`src/rtl/fp_seq_pkg.sv`:
```
`default_nettype none
// ============================================================================
// fp_seq_pkg : shared types and constants for the FP16 adder keypad sequencer
// Revision   : 1.0 - initial release
// ============================================================================
package fp_seq_pkg;

  localparam int FP_W = 16;
  localparam logic [FP_W-1:0] ERR_DISP = 16'hFFFF;

  typedef enum logic [2:0] {
    ST_ENTER_A = 3'd0,
    ST_ENTER_B = 3'd1,
    ST_ISSUE   = 3'd2,
    ST_WAIT    = 3'd3,
    ST_DONE    = 3'd4,
    ST_ERR     = 3'd5
  } state_t;

  localparam logic [1:0] LED_ENTER_A = 2'b00;
  localparam logic [1:0] LED_ENTER_B = 2'b01;
  localparam logic [1:0] LED_BUSY    = 2'b10;
  localparam logic [1:0] LED_END     = 2'b11;

  function automatic logic [1:0] led_of(state_t s);
    case (s)
      ST_ENTER_A:        return LED_ENTER_A;
      ST_ENTER_B:        return LED_ENTER_B;
      ST_ISSUE, ST_WAIT: return LED_BUSY;
      default:           return LED_END;
    endcase
  endfunction

endpackage
`default_nettype wire

```
`src/rtl/fp_add_sequencer_if.sv`:
```
`default_nettype none
// ============================================================================
// fp_add_sequencer_if : key-event, adder and display bus of the sequencer
// Revision            : 1.0 - initial release
// ============================================================================
interface fp_add_sequencer_if;
  import fp_seq_pkg::*;

  logic            digit_valid;
  logic [3:0]      digit;
  logic            cmd_enter;
  logic            cmd_clear;
  logic [FP_W-1:0] op_a;
  logic [FP_W-1:0] op_b;
  logic            op_valid;
  logic [FP_W-1:0] res;
  logic            res_ovf;
  logic            res_unf;
  logic            res_valid;
  logic [FP_W-1:0] disp_val;
  logic [FP_W-1:0] result;
  logic [1:0]      flags;
  logic [1:0]      state_led;
  logic            err;

  // master: the sequencer itself
  modport master (
    input  digit_valid, digit, cmd_enter, cmd_clear,
    input  res, res_ovf, res_unf, res_valid,
    output op_a, op_b, op_valid, disp_val, result, flags, state_led, err
  );

  // slave: keypad decoder, adder and display side
  modport slave (
    output digit_valid, digit, cmd_enter, cmd_clear,
    output res, res_ovf, res_unf, res_valid,
    input  op_a, op_b, op_valid, disp_val, result, flags, state_led, err
  );

endinterface
`default_nettype wire

```
`src/rtl/fp_seq_operand_reg.sv`:
```
`default_nettype none
// ============================================================================
// fp_seq_operand_reg : MSB-first hex nibble shift register with digit counter
// Revision           : 1.0 - initial release
// ============================================================================
module fp_seq_operand_reg
  import fp_seq_pkg::*;
#(
  parameter int NDIG = 4,
  localparam int W   = 4 * NDIG,
  localparam int CW  = $clog2(NDIG + 1)
) (
  input  logic          clk,
  input  logic          reset_n,
  input  logic          clr_i,
  input  logic          load_i,
  input  logic [W-1:0]  load_val_i,
  input  logic [CW-1:0] load_cnt_i,
  input  logic          shift_i,
  input  logic [3:0]    digit_i,
  output logic [W-1:0]  val_o,
  output logic [CW-1:0] cnt_o
);

  logic [W-1:0]  val_q, val_d;
  logic [CW-1:0] cnt_q, cnt_d;

  // Once full, extra digits are dropped rather than shifting the MSB out.
  always_comb begin
    val_d = val_q;
    cnt_d = cnt_q;
    if (clr_i) begin
      val_d = '0;
      cnt_d = '0;
    end else if (load_i) begin
      val_d = load_val_i;
      cnt_d = load_cnt_i;
    end else if (shift_i && (cnt_q != CW'(NDIG))) begin
      val_d = {val_q[W-5:0], digit_i};
      cnt_d = cnt_q + CW'(1);
    end
  end

  always_ff @(posedge clk or negedge reset_n) begin
    if (!reset_n) begin
      val_q <= '0;
      cnt_q <= '0;
    end else begin
      val_q <= val_d;
      cnt_q <= cnt_d;
    end
  end

  assign val_o = val_q;
  assign cnt_o = cnt_q;

endmodule
`default_nettype wire

```
`src/rtl/fp_add_sequencer.sv`:
```
`default_nettype none
// ============================================================================
// fp_add_sequencer : keypad-driven issue/wait/latch controller for FP16 adder
// Optional feature : FP_SEQ_CHAIN_EN (enter in DONE chains result into A)
// Revision         : 1.0 - initial release
// ============================================================================
module fp_add_sequencer
  import fp_seq_pkg::*;
#(
  parameter int NDIG    = 4,
  parameter int TIMEOUT = 16
) (
  input  logic                clk,
  input  logic                reset_n,
  fp_add_sequencer_if.master  bus
);

  localparam int CW = $clog2(NDIG + 1);
  localparam int TW = $clog2(TIMEOUT + 1);

  state_t          state_q;
  logic [TW-1:0]   timer_q;
  logic [FP_W-1:0] result_q;
  logic [1:0]      flags_q;

  logic [TW-1:0]   timer_inc;
  logic            key_clr, key_ent, key_dig;
  logic            in_end, chain_go;
  logic [FP_W-1:0] a_val, b_val, a_load_val;
  logic [CW-1:0]   a_cnt, b_cnt, a_load_cnt;
  logic            a_clr, a_load, a_shift;
  logic            b_clr, b_shift;

  // Only the highest-priority key event of a cycle acts.
  assign key_clr = bus.cmd_clear;
  assign key_ent = !bus.cmd_clear && bus.cmd_enter;
  assign key_dig = !bus.cmd_clear && !bus.cmd_enter && bus.digit_valid;

  assign in_end    = (state_q == ST_DONE) || (state_q == ST_ERR);
  assign timer_inc = timer_q + TW'(1);

`ifdef FP_SEQ_CHAIN_EN
  assign chain_go = key_ent && (state_q == ST_DONE);
`else
  assign chain_go = 1'b0;
`endif

  assign a_clr      = key_clr && (state_q != ST_ENTER_B);
  assign a_shift    = key_dig && (state_q == ST_ENTER_A);
  assign a_load     = (key_dig && in_end) || chain_go;
  assign a_load_val = chain_go ? result_q : {{(FP_W-4){1'b0}}, bus.digit};
  assign a_load_cnt = chain_go ? CW'(NDIG) : CW'(1);

  assign b_clr   = (key_clr && (state_q != ST_ENTER_A))
                 || (key_ent && (state_q == ST_ENTER_A) && (a_cnt != '0))
                 || chain_go;
  assign b_shift = key_dig && (state_q == ST_ENTER_B);

  fp_seq_operand_reg #(.NDIG(NDIG)) u_opnd_a (
    .clk        (clk),
    .reset_n    (reset_n),
    .clr_i      (a_clr),
    .load_i     (a_load),
    .load_val_i (a_load_val),
    .load_cnt_i (a_load_cnt),
    .shift_i    (a_shift),
    .digit_i    (bus.digit),
    .val_o      (a_val),
    .cnt_o      (a_cnt)
  );

  fp_seq_operand_reg #(.NDIG(NDIG)) u_opnd_b (
    .clk        (clk),
    .reset_n    (reset_n),
    .clr_i      (b_clr),
    .load_i     (1'b0),
    .load_val_i ('0),
    .load_cnt_i ('0),
    .shift_i    (b_shift),
    .digit_i    (bus.digit),
    .val_o      (b_val),
    .cnt_o      (b_cnt)
  );

  always_ff @(posedge clk or negedge reset_n) begin
    if (!reset_n) begin
      state_q  <= ST_ENTER_A;
      timer_q  <= '0;
      result_q <= '0;
      flags_q  <= '0;
    end else begin
      unique case (state_q)
        ST_ENTER_A: if (key_ent && (a_cnt != '0)) state_q <= ST_ENTER_B;
        ST_ENTER_B: if (key_ent && (b_cnt != '0)) state_q <= ST_ISSUE;
        ST_ISSUE: begin
          timer_q <= '0;
          state_q <= key_clr ? ST_ENTER_A : ST_WAIT;
        end
        ST_WAIT: begin
          // A result arriving on the last allowed cycle beats the timeout.
          if (key_clr) begin
            state_q <= ST_ENTER_A;
          end else if (bus.res_valid) begin
            state_q  <= ST_DONE;
            result_q <= bus.res;
            flags_q  <= {bus.res_ovf, bus.res_unf};
          end else if (timer_inc == TW'(TIMEOUT)) begin
            state_q <= ST_ERR;
          end else begin
            timer_q <= timer_inc;
          end
        end
        ST_DONE, ST_ERR: begin
          if (key_clr) begin
            state_q  <= ST_ENTER_A;
            result_q <= '0;
            flags_q  <= '0;
          end else if (key_dig) begin
            state_q <= ST_ENTER_A;
          end else if (chain_go) begin
            state_q <= ST_ENTER_B;
          end
        end
        default: state_q <= ST_ENTER_A;
      endcase
    end
  end

  always_comb begin
    bus.disp_val = a_val;
    case (state_q)
      ST_ENTER_A:                    bus.disp_val = a_val;
      ST_ENTER_B, ST_ISSUE, ST_WAIT: bus.disp_val = b_val;
      ST_DONE:                       bus.disp_val = result_q;
      ST_ERR:                        bus.disp_val = ERR_DISP;
      default:                       bus.disp_val = a_val;
    endcase
  end

  assign bus.op_a      = a_val;
  assign bus.op_b      = b_val;
  assign bus.op_valid  = (state_q == ST_ISSUE);
  assign bus.err       = (state_q == ST_ERR);
  assign bus.result    = result_q;
  assign bus.flags     = flags_q;
  assign bus.state_led = led_of(state_q);

endmodule
`default_nettype wire

```
`src/flat_wrapper.sv`:
```
// flat-port wrapper written by rule: the top's interface ports become plain ports
module fp_add_sequencer_flat import fp_seq_pkg::*;
#(
  parameter int NDIG    = 4,
  parameter int TIMEOUT = 16
)
  (clk, reset_n, bus_digit_valid, bus_digit, bus_cmd_enter, bus_cmd_clear, bus_res, bus_res_ovf, bus_res_unf, bus_res_valid, bus_op_a, bus_op_b, bus_op_valid, bus_disp_val, bus_result, bus_flags, bus_state_led, bus_err);
  fp_add_sequencer_if bus_i ();
  input  logic clk;
  input  logic reset_n;
  input wire logic [$bits(bus_i.digit_valid)-1:0] bus_digit_valid;
  input wire logic [$bits(bus_i.digit)-1:0] bus_digit;
  input wire logic [$bits(bus_i.cmd_enter)-1:0] bus_cmd_enter;
  input wire logic [$bits(bus_i.cmd_clear)-1:0] bus_cmd_clear;
  input wire logic [$bits(bus_i.res)-1:0] bus_res;
  input wire logic [$bits(bus_i.res_ovf)-1:0] bus_res_ovf;
  input wire logic [$bits(bus_i.res_unf)-1:0] bus_res_unf;
  input wire logic [$bits(bus_i.res_valid)-1:0] bus_res_valid;
  output wire logic [$bits(bus_i.op_a)-1:0] bus_op_a;
  output wire logic [$bits(bus_i.op_b)-1:0] bus_op_b;
  output wire logic [$bits(bus_i.op_valid)-1:0] bus_op_valid;
  output wire logic [$bits(bus_i.disp_val)-1:0] bus_disp_val;
  output wire logic [$bits(bus_i.result)-1:0] bus_result;
  output wire logic [$bits(bus_i.flags)-1:0] bus_flags;
  output wire logic [$bits(bus_i.state_led)-1:0] bus_state_led;
  output wire logic [$bits(bus_i.err)-1:0] bus_err;
  assign bus_i.digit_valid = bus_digit_valid;
  assign bus_i.digit = bus_digit;
  assign bus_i.cmd_enter = bus_cmd_enter;
  assign bus_i.cmd_clear = bus_cmd_clear;
  assign bus_i.res = bus_res;
  assign bus_i.res_ovf = bus_res_ovf;
  assign bus_i.res_unf = bus_res_unf;
  assign bus_i.res_valid = bus_res_valid;
  assign bus_op_a = bus_i.op_a;
  assign bus_op_b = bus_i.op_b;
  assign bus_op_valid = bus_i.op_valid;
  assign bus_disp_val = bus_i.disp_val;
  assign bus_result = bus_i.result;
  assign bus_flags = bus_i.flags;
  assign bus_state_led = bus_i.state_led;
  assign bus_err = bus_i.err;
  fp_add_sequencer #(.NDIG(NDIG), .TIMEOUT(TIMEOUT)) u_core (.clk(clk), .reset_n(reset_n), .bus(bus_i));
endmodule
```
`config.mk`:
```
export PLATFORM = sky130hd
export DESIGN_NAME = fp_add_sequencer_flat
export DESIGN_NICKNAME = d
export VERILOG_FILES = /design/src/rtl/fp_seq_pkg.sv /design/src/rtl/fp_add_sequencer_if.sv /design/src/rtl/fp_seq_operand_reg.sv /design/src/rtl/fp_add_sequencer.sv /design/src/flat_wrapper.sv
export SDC_FILE = /design/constraint.sdc
export NUM_CORES = 1
export LEC_CHECK = 0
export ABC_AREA = 0
export ABC_CLOCK_PERIOD_IN_PS = 1700
export CAP_MARGIN = 20
export CORE_UTILIZATION = 43
export CTS_CLUSTER_DIAMETER = 30
export CTS_CLUSTER_SIZE = 20
export DETAILED_ROUTE_END_ITERATION = 7
export GPL_ROUTABILITY_DRIVEN = 0
export GPL_TIMING_DRIVEN = 0
export PLACE_DENSITY = 0.76
export SLEW_MARGIN = 25
export SYNTH_ARGS = -nofsm -noshare
export SYNTH_HDL_FRONTEND = slang
export SYNTH_SLANG_ARGS = --single-unit
```
`constraint.sdc`:
```
create_clock -name clk -period 1.7 [get_ports clk]
set_input_delay 0.34 -clock clk [delete_from_list [all_inputs] [get_ports clk]]
set_output_delay 0.34 -clock clk [all_outputs]
set_load 0.02 [all_outputs]
```
# [Word-level counts from Yosys, hierarchy flattened]
# Index checks and enable logic that the tools add are counted.
# W data, S select, Z words.
[word_totals] ff_bits=64 input_bits=28 out_inout_bits=70
[op_classes] add_sub_neg=3 eq_ne=18 mux=33 reduce_logical=32
[ops] cell="$mux W16" count=8
[ops] cell="$pmux W16 S3" count=1
[ops] cell="$mux W3" count=12
[ops] cell="$pmux W16 S2" count=1
[ops] cell="$mux W5" count=3
[ops] cell="$pmux W3 S5" count=1
[ops] cell="$logic_and A1 B1 Y1" count=14
[ops] cell="$ne A2 B2 Y1 const B" count=7
[ops] cell="$reduce_and A4 Y1" count=3
[ops] cell="$reduce_bool A3 Y1" count=4
[ops] cell="$pmux W5 S2" count=1
[ops] cell="$mux W2" count=4
[ops] cell="$add A3 B1 Y3 const B" count=2
[ops] cell="$eq A3 B2 Y1 const B" count=2
[ops] cell="$eq A3 B3 Y1 const B" count=2
[ops] cell="$ne A3 B3 Y1 const B" count=2
[ops] cell="$pmux W2 S3" count=1
[ops] cell="$reduce_bool A2 Y1" count=3
[ops] cell="$add A5 B1 Y5 const B" count=1
[ops] cell="$eq A5 B5 Y1 const B" count=1
[ops] cell="$ne A4 B3 Y1 const B" count=1
[ops] cell="$pmux W2 S2" count=1
[ops] cell="$reduce_or A2 Y1" count=2
[ops] cell="$eq A3 B1 Y1 const B" count=1
[ops] cell="6 further kinds" count=8

# [Depth between registers and ports, before layout]
# Gate-level depths: netlist of run 1.
[depth] word_depth=8 ltp_mapped=8 ltp_nobuf=6

# [Modules after synthesis]
# A second synthesis of run 1 with hierarchy kept.
[unflattened] cells_unflattened=464 area_unflattened_um2=4342.9
[modules_own_cells] mod="fp_seq_operand_reg" n_inst=2 cells_per_inst=106 area_each_um2=1162.4 seq_area_each_um2=475.5
[modules_own_cells] mod="fp_add_sequencer" n_inst=1 cells_per_inst=252 area_each_um2=2018.2 seq_area_each_um2=650.6

# [Worst setup path before layout of run 1]
# Ideal clock, no wire load.
[synth_path] path_kind="flip-flop to output port" startpoint="register u_core.state_q[0]" endpoint="output bus_disp_val[0]" t_arrival_ps=1551 t_required_ps=1360 path_slack_ps=-191 path_stages_with_launch=7 path_cell_list="dfrtp_1 buf_4 or2_2 clkbuf_1 clkbuf_1 o22ai_1 a21oi_1"
[synth_via] elab_chain_len=3
[synth_rtl] item="start, declared" line="fp_add_sequencer.sv:21" text="state_t state_q;"
[synth_rtl] item="start signal, assigned" line="fp_add_sequencer.sv:97" text="state_q <= key_clr ? ST_ENTER_A : ST_WAIT;"
[synth_rtl] item="$eq A3 B2 Y1 or $eq A3 B1 Y1 (tied branches)" line="fp_add_sequencer.sv:131" text="case (state_q)"
[synth_rtl] item="$reduce_or A3 Y1" line="fp_add_sequencer.sv:131"
[synth_rtl] item="$pmux W16 S3 (*)" line="fp_add_sequencer.sv:131"
[synth_rtl] item="end, declared" line="flat_wrapper.sv:22" text="output wire logic [$bits(bus_i.disp_val)-1:0] bus_disp_val;"
# Every way passes the cells marked *; elsewhere a longest branch is shown, timed or not.

# [Final worst setup path of run 1]
[layout_path] startpoint="register u_core.state_q[2]" endpoint="output bus_disp_val[0]"
# The elaborated chain is that of the path after synthesis.

==> reports/metrics.csv, run 1 <==
metric;value;unit
run status;complete, but fails checks;
failing checks;negative setup slack;
Detail Route Antenna Nets;0;
Syn. warnings;0;
Worst path most repeated cell;buf_6;
peak supply drop;0.5951;mV
Post-Layout Inst Area;5777;µm²
pin count of the biggest net entering global routing;37;
max-cap viol count;0;
synthesized flop and latch total;64;
CTS tree;done;
Die H;91.71;µm
vias in the first global route;3375;
Leakage;2.753;nW
Placeable Area;7767;µm²
final wirelength;12830;µm
FP Rows;32;
Vias/cell;5.985;
Fill cells;480;
Via Count;3555;
R2R Path Start;u_core.state_q[2]$_DFFE_PN0P_;
RSZ-0062 raised after global routing;yes;
post-layout util;74.37;%
P&R area growth vs syn;66.92;%
Pre-antenna DRT Iters;5;
worst-path maximum fanout;11;
total track usage;26.92;%
final cell count without fillers;594;
number of distinct library cells after synthesis;48;
Final HPWL DP;7393;µm
Overflow after GRT;0;
CP max stage delay;0.38;ns
Port Buffers;97;
Initial Util;44.56;%
CP Class;flop to output pin;
initial antenna violation count;0;
Mapped Cells;342;
share of cells above drive strength 1;39.02;%
syn avg cell area;10.12;µm²
initial DRC count;310;
Worst EP arrival;1.74;ns
Clock transition at path regs;0.08;ns
first-pass GRT wire length;17440;µm
die footprint;8411;µm²
dpl cell area;4644;µm²
Critical Path Start Type;flop;
maximum clock insertion buffer count;2;
post-synthesis sequential area ratio;46.28;%
Final setup viols;83;
TritonCTS Buffers;9;
worst path cell trace;buf_6 -> clkbuf_16 -> buf_12 -> o21ai_4 -> o22ai_2 -> a21oi_2 -> buf_6;
DRC;0;
Post-Syn Area;3461;µm²
crit path time final;2.077;ns
Post-synth ARST share;100.0;%
Crit. Startpoint;u_core.state_q[2]$_DFFE_PN0P_;
Sink Count;64;
worst rel slew slack;71.55;%
clock skew;0.01136;ns
Crit path required time;1.36;ns
Main synth FF type;dfrtp_1;
setup TNS;-15.97;ns
syn_nets;375;
Worst Max-Slew Pin Slew;0.4239;ns
Final Hold Fails;0;
Root Buffer;clkbuf_8;
nets@finish;520;
Hold Path Class;primary input to asynchronous set/reset pin;
Die X;91.71;µm
Placed Instances;542;
Worst Slack Setup Final;-0.3767;ns
# H-tree levels;3;
Worst-Skew Late Latency;0.35;ns
period utilisation layout;122.2;%
r2r worst-path depth;9;
Max Freq;481.5;MHz
I/O pins;98;
Cell Pwr Density;1561;nW/µm²
critical path endpoint category;output pin;
diode count;0;
Max Slew Vio Count;0;
critical path's slowest cell;dfrtp_1;
per-cell routed wire length;21.60;µm
EDFF count, synth;0;
-- critical path: cells and delay by family, from the launching register on --
kind	cells	cell delay [ns]
flops	1	0.38
compound gates	3	0.39
buf+inv	4	0.60
-- final timing paths --
path                                                         end  slack [ns]
max                                              bus_disp_val[0]       -0.38
min                        u_core.u_opnd_b.val_o[12]$_DFFE_PN0P_        0.46
max reg2reg                     u_core.bus.result[8]$_DFFE_PN0P_       -0.25
min reg2reg                      u_core.bus.flags[1]$_DFFE_PN0P_        0.50
max in group asynchronous          u_core.state_q[1]$_DFFE_PN0P_        0.68
min in group clk                 u_core.bus.flags[1]$_DFFE_PN0P_        0.50
-- flip-flops by register name, indices dropped and copies added (netlist names) --
name and flops:
u_core.bus.flags 2, u_core.bus.result 16, u_core.state_q 3, u_core.timer_q 5
u_core.u_opnd_a.cnt_o 3, u_core.u_opnd_a.val_o 16, u_core.u_opnd_b.cnt_o 3, u_core.u_opnd_b.val_o 16
-- cell usage in the layout (no fill, tap or decap), drive strengths merged, types with 18 or more instances in the layout --
| cell type | instances |
|---|---|
| buf | 71 |
| dfrtp | 64 |
| dlygate4sd2 | 36 |
| inv | 32 |
| a22o | 31 |
| clkdlybuf4s50 | 31 |
| o21ai | 30 |
| a21oi | 24 |
| mux2i | 21 |
| a22oi | 18 |
-- cells by family (layout without fill, tap and decap cells) --
family	Yosys count	after routing	synth area share (%)
AOI/OAI and AO/OA	133	133	25.99
DFF	64	64	46.28
buffers and inverters	54	204	6.905
and+or+nand+nor	50	50	8.280
muxes	33	33	9.978
adders and majority gates	5	5	1.808
xor gates and xnor gates	3	3	0.7594
-- area by class of cell --
type | count | area, µm² | share of cell area, %
buffer | 19 | 249.0 | 4.310
multi-input combinational | 224 | 2092 | 36.21
clock buffer | 10 | 137.6 | 2.382
inverter | 32 | 120.1 | 2.079
clock inverter | 6 | 35.03 | 0.6065
tap | 102 | 127.6 | 2.209
timing repair buffer | 137 | 1409 | 24.39
sequential | 64 | 1607 | 27.81
-- cell usage after synthesis, drive strengths merged, types with 2 or more instances --
master,instances,area (µm²)
mux2i,21,210.2
o22ai,17,106.4
nor3,2,10.01
dfrtp,64,1602
nand3,2,10.01
clkbuf,9,35.03
a22oi,18,135.1
a21oi,24,123.9
and2,3,18.77
mux2,12,135.1
nor2b,7,46.30
ha,5,62.56
o21bai,2,15.01
nand2b,5,31.28
o21ai,30,150.1
nand2,14,52.55
xnor2,3,26.28
inv,32,120.1
a21boi,2,18.77
nor2,8,45.04
a22o,31,271.5
buf,13,83.83
-- report_power, final --
| group | internal (mW) | switching [mW] | total [mW] |
|---|---|---|---|
| registers | 1.85 | 0.444 | 2.29 |
| clock network | 0.557 | 0.628 | 1.19 |
| logic | 2.71 | 2.84 | 5.54 |
-- metrics by stage --
step	worst slack, ns	power, mW	hold slack [ns]
final	-0.3767	9.020	0.4604
after detailed placement	-0.8356	6.219	0.2949
after global routing	-0.4281	9.379	0.4949
after floorplan	-0.005731	4.516	0.04441
after global placement	-1.820	6.116	0.4848
after CTS	-0.3297	8.023	0.4591
-- timing repair --
item                                    CTS  global route
resized for setup                       208           110
endpoints found under the setup margin   97            86
cloned                                    1             3
hold buffers                              1             0
hold endpoints to repair                 28             0
setup buffers                            18            18
pin swaps                                11            19
-- metal layers --
metal | share of wire [%] | vias to the layer above | track usage, %
li1 | - | 1551 | -
met4 | 4.0 | 0 | 11.59
met2 | 51 | 173 | 46.12
met5 | 0 | - | 0
met1 | 38 | 1778 | 33.01
met3 | 6.7 | 53 | 5.307
Note: power is estimated with default switching activity, not from simulation.
==> run 2, diff against run 1 <==
--- a/config.mk
+++ b/config.mk
@@ -14,7 +14,7 @@
 export DETAILED_ROUTE_END_ITERATION = 7
 export GPL_ROUTABILITY_DRIVEN = 0
 export GPL_TIMING_DRIVEN = 0
-export PLACE_DENSITY = 0.76
+export PLACE_DENSITY = 0.84
 export SLEW_MARGIN = 25
 export SYNTH_ARGS = -nofsm -noshare
 export SYNTH_HDL_FRONTEND = slang
==> run 2 against run 1 <==
Effect of this change:
- total power decreased by 5.4%
- core utilization decreased by 3.7 points
- largest power group unchanged
- critical path depth decreased by 1
- sequential power about the same
- final cell count decreased by 1.9%
- global-route usage increased by 0.51 points
- the flow still finishes with violations (negative setup slack)
- fmax decreased by 0.57%
- die area unchanged
- final area decreased by 4.9%
==> reports/metrics.csv, run 2 (synthesis results as in run 1) <==
metric;value;unit;change
Max Freq;478.8;MHz;-0.57%
Via Count;3667;;+3.2%
Pre-antenna DRT Iters;5;;unchanged
crit path time final;2.089;ns;+0.01184 ns
per-cell routed wire length;22.70;µm;+5.1%
Sink Count;64;;unchanged
FP Rows;32;;unchanged
Overflow after GRT;0;;unchanged
Die H;91.71;µm;unchanged
total track usage;27.43;%;+0.51 points
Vias/cell;6.290;;+5.1%
Worst EP arrival;1.75;ns;about the same
Root Buffer;clkbuf_8;;
Die X;91.71;µm;unchanged
period utilisation layout;122.9;%;+0.70 points
pin count of the biggest net entering global routing;37;;unchanged
die footprint;8411;µm²;unchanged
nets@finish;512;;-1.5%
Final HPWL DP;7345;µm;-0.65%
vias in the first global route;3401;;+0.77%
Pint;4.774;mW;-6.6%
Final Hold Fails;0;;unchanged
Port Buffers;97;;unchanged
Worst Max-Slew Pin Slew;0.5885;ns;+0.1645 ns
setup TNS;-10.44;ns;+5.526 ns
Crit path required time;1.36;ns;about the same
initial DRC count;257;;-17%
Top Layer Used;met4;;
Critical Path Start Type;flop;;
critical path endpoint category;output pin;;
Initial Util;44.56;%;unchanged
r2r worst-path depth;7;;-2
R2R Path Start;u_core.state_q[0]$_DFFE_PN0P_;;
Clock Power Share;12.5;%;-0.6 points
Worst Slack Setup Final;-0.3885;ns;-0.01183 ns
clock skew;0.008043;ns;-0.003317 ns
Cell Pwr Density;1553;nW/µm²;-0.51%
CTS tree;done;;
# H-tree levels;3;;unchanged
RSZ-0062 raised after global routing;yes;;
final wirelength;13240;µm;+3.2%
Power Total;8.531;mW;-5.4%
Met2 Wirelength;6465;µm;-0.77%
Placeable Area;7767;µm²;unchanged
WL met3;1120;µm;+30%
P&R area growth vs syn;58.68;%;
I/O pins;98;;unchanged
peak supply drop;0.5086;mV;-15%
Fill cells;498;;+3.8%
Comb power frac;60.7;%;-0.8 points
Clock transition at path regs;0.07;ns;about the same
initial antenna violation count;0;;unchanged
worst rel slew slack;60.68;%;-11 points
Sw Pwr;3.756;mW;-3.9%
Final setup viols;73;;-12%
Detail Route Antenna Nets;0;;unchanged
Routed met1 length;5090;µm;+3.1%
r2r endpoint;u_core.u_opnd_a.val_o[2]$_DFFE_PN0P_;;
CP Class;flop to output pin;;
TritonCTS Buffers;9;;unchanged
Worst-Skew Late Latency;0.34;ns;about the same
sw frac;44.03;%;+0.71 points
max-cap viol count;0;;unchanged
maximum clock insertion buffer count;2;;unchanged
Flop pwr share;26.8;%;+1.4 points
Hold Path Class;primary input to asynchronous set/reset pin;;
share of cells above drive strength 1;32.22;%;-6.8 points
commonest non-fill, non-tap cell in the layout;dfrtp_1;;
reg2reg setup slack;-0.27;ns;-0.02 ns
run status;complete, but fails checks;;
worst-path maximum fanout;5;;-6
most frequent cells in the layout;62 x dfrtp_1, 33 x dlygate4sd2_1, 32 x inv_1, 31 x a22o_1, 30 x clkdlybuf4s50_1;;
Leakage;2.725;nW;-1.0%
diode count;0;;unchanged
failing checks;negative setup slack;;
first-pass GRT wire length;17910;µm;+2.7%
DRC;0;;unchanged
Max Slew Vio Count;0;;unchanged
run 2: worst max path at each step:
stage	endpoint	start	cells after the start	slack, ns
2_1_floorplan	bus_disp_val[0]	u_core.state_q[2]$_DFFE_PN0P_	6	-0.006
3_3_place_gp	u_core.u_opnd_b.val_o[3]$_DFFE_PN0P_	reset_n	1	-1.81
3_5_place_dp	bus_disp_val[0]	u_core.state_q[2]$_DFFE_PN0P_	6	-0.83
4_1_cts	bus_disp_val[0]	u_core.state_q[2]$_DFFE_PN0P_	7	-0.32
5_1_grt	bus_disp_val[0]	u_core.state_q[0]$_DFFE_PN0P_	6	-0.42
6_report	bus_disp_val[2]	u_core.state_q[0]$_DFFE_PN0P_	6	-0.39
run 2: area by class of cell:
class	instances	area, µm²	area share (%)
multi-input cells	224	1966	35.79
flip-flops and latches	64	1604	29.21
repair buffers	130	1296	23.60
plain buffers	18	236.5	4.306
clock buffers	11	131.4	2.392
well taps	102	127.6	2.324
inverters	32	120.1	2.187
clock inverters	2	10.01	0.1823
run 2: power by group through the flow:
| stage | clock, mW | sequential, mW | combinational [mW] |
|---|---|---|---|
| detailed placement | 0 | 2.25 | 3.95 |
| global route | 1.14 | 2.32 | 5.40 |
| floorplan | 0 | 2.43 | 2.09 |
| finish | 1.07 | 2.28 | 5.18 |
| CTS | 1.05 | 2.24 | 4.47 |
| global placement | 0 | 2.22 | 3.87 |
run 2: worst max-delay path, cell delays in order, from the launching register on:
cell and delay [ns]:
dfrtp_1 0.44, buf_6 0.15, or2_4 0.28, clkbuf_16 0.18, o22ai_2 0.14, a21oi_2 0.05
buf_2 0.16
run 2: stage by stage:
stage	hold slack, ns	worst slack (ns)	cells	instance area [µm²]	util, %
after floorplan	0.04441	-0.005731	342	3528	-
after CTS	0.4787	-0.3238	565	5116	65.87
final	0.4548	-0.3885	583	5492	70.70
after global routing	0.4954	-0.4201	583	5492	70.70
after detailed placement	0.2904	-0.8333	542	4644	59.79
after global placement	0.4833	-1.806	541	4627	59.57
run 2: timing repair:
item	CTS	global route
resized for setup	201	68
hold buffers	1	0
pin swaps	9	19
buffers inserted	11	14
setup endpoints to repair	93	81
cloned	1	5
hold endpoints to repair	28	0
run 2: metal layers:
| layer | GRT usage, % | up-vias |
|---|---|---|
| met5 | 0 | - |
| met4 | 13.80 | 0 |
| met3 | 5.307 | 63 |
| met2 | 45.74 | 248 |
| met1 | 33.94 | 1833 |
| li1 | - | 1523 |
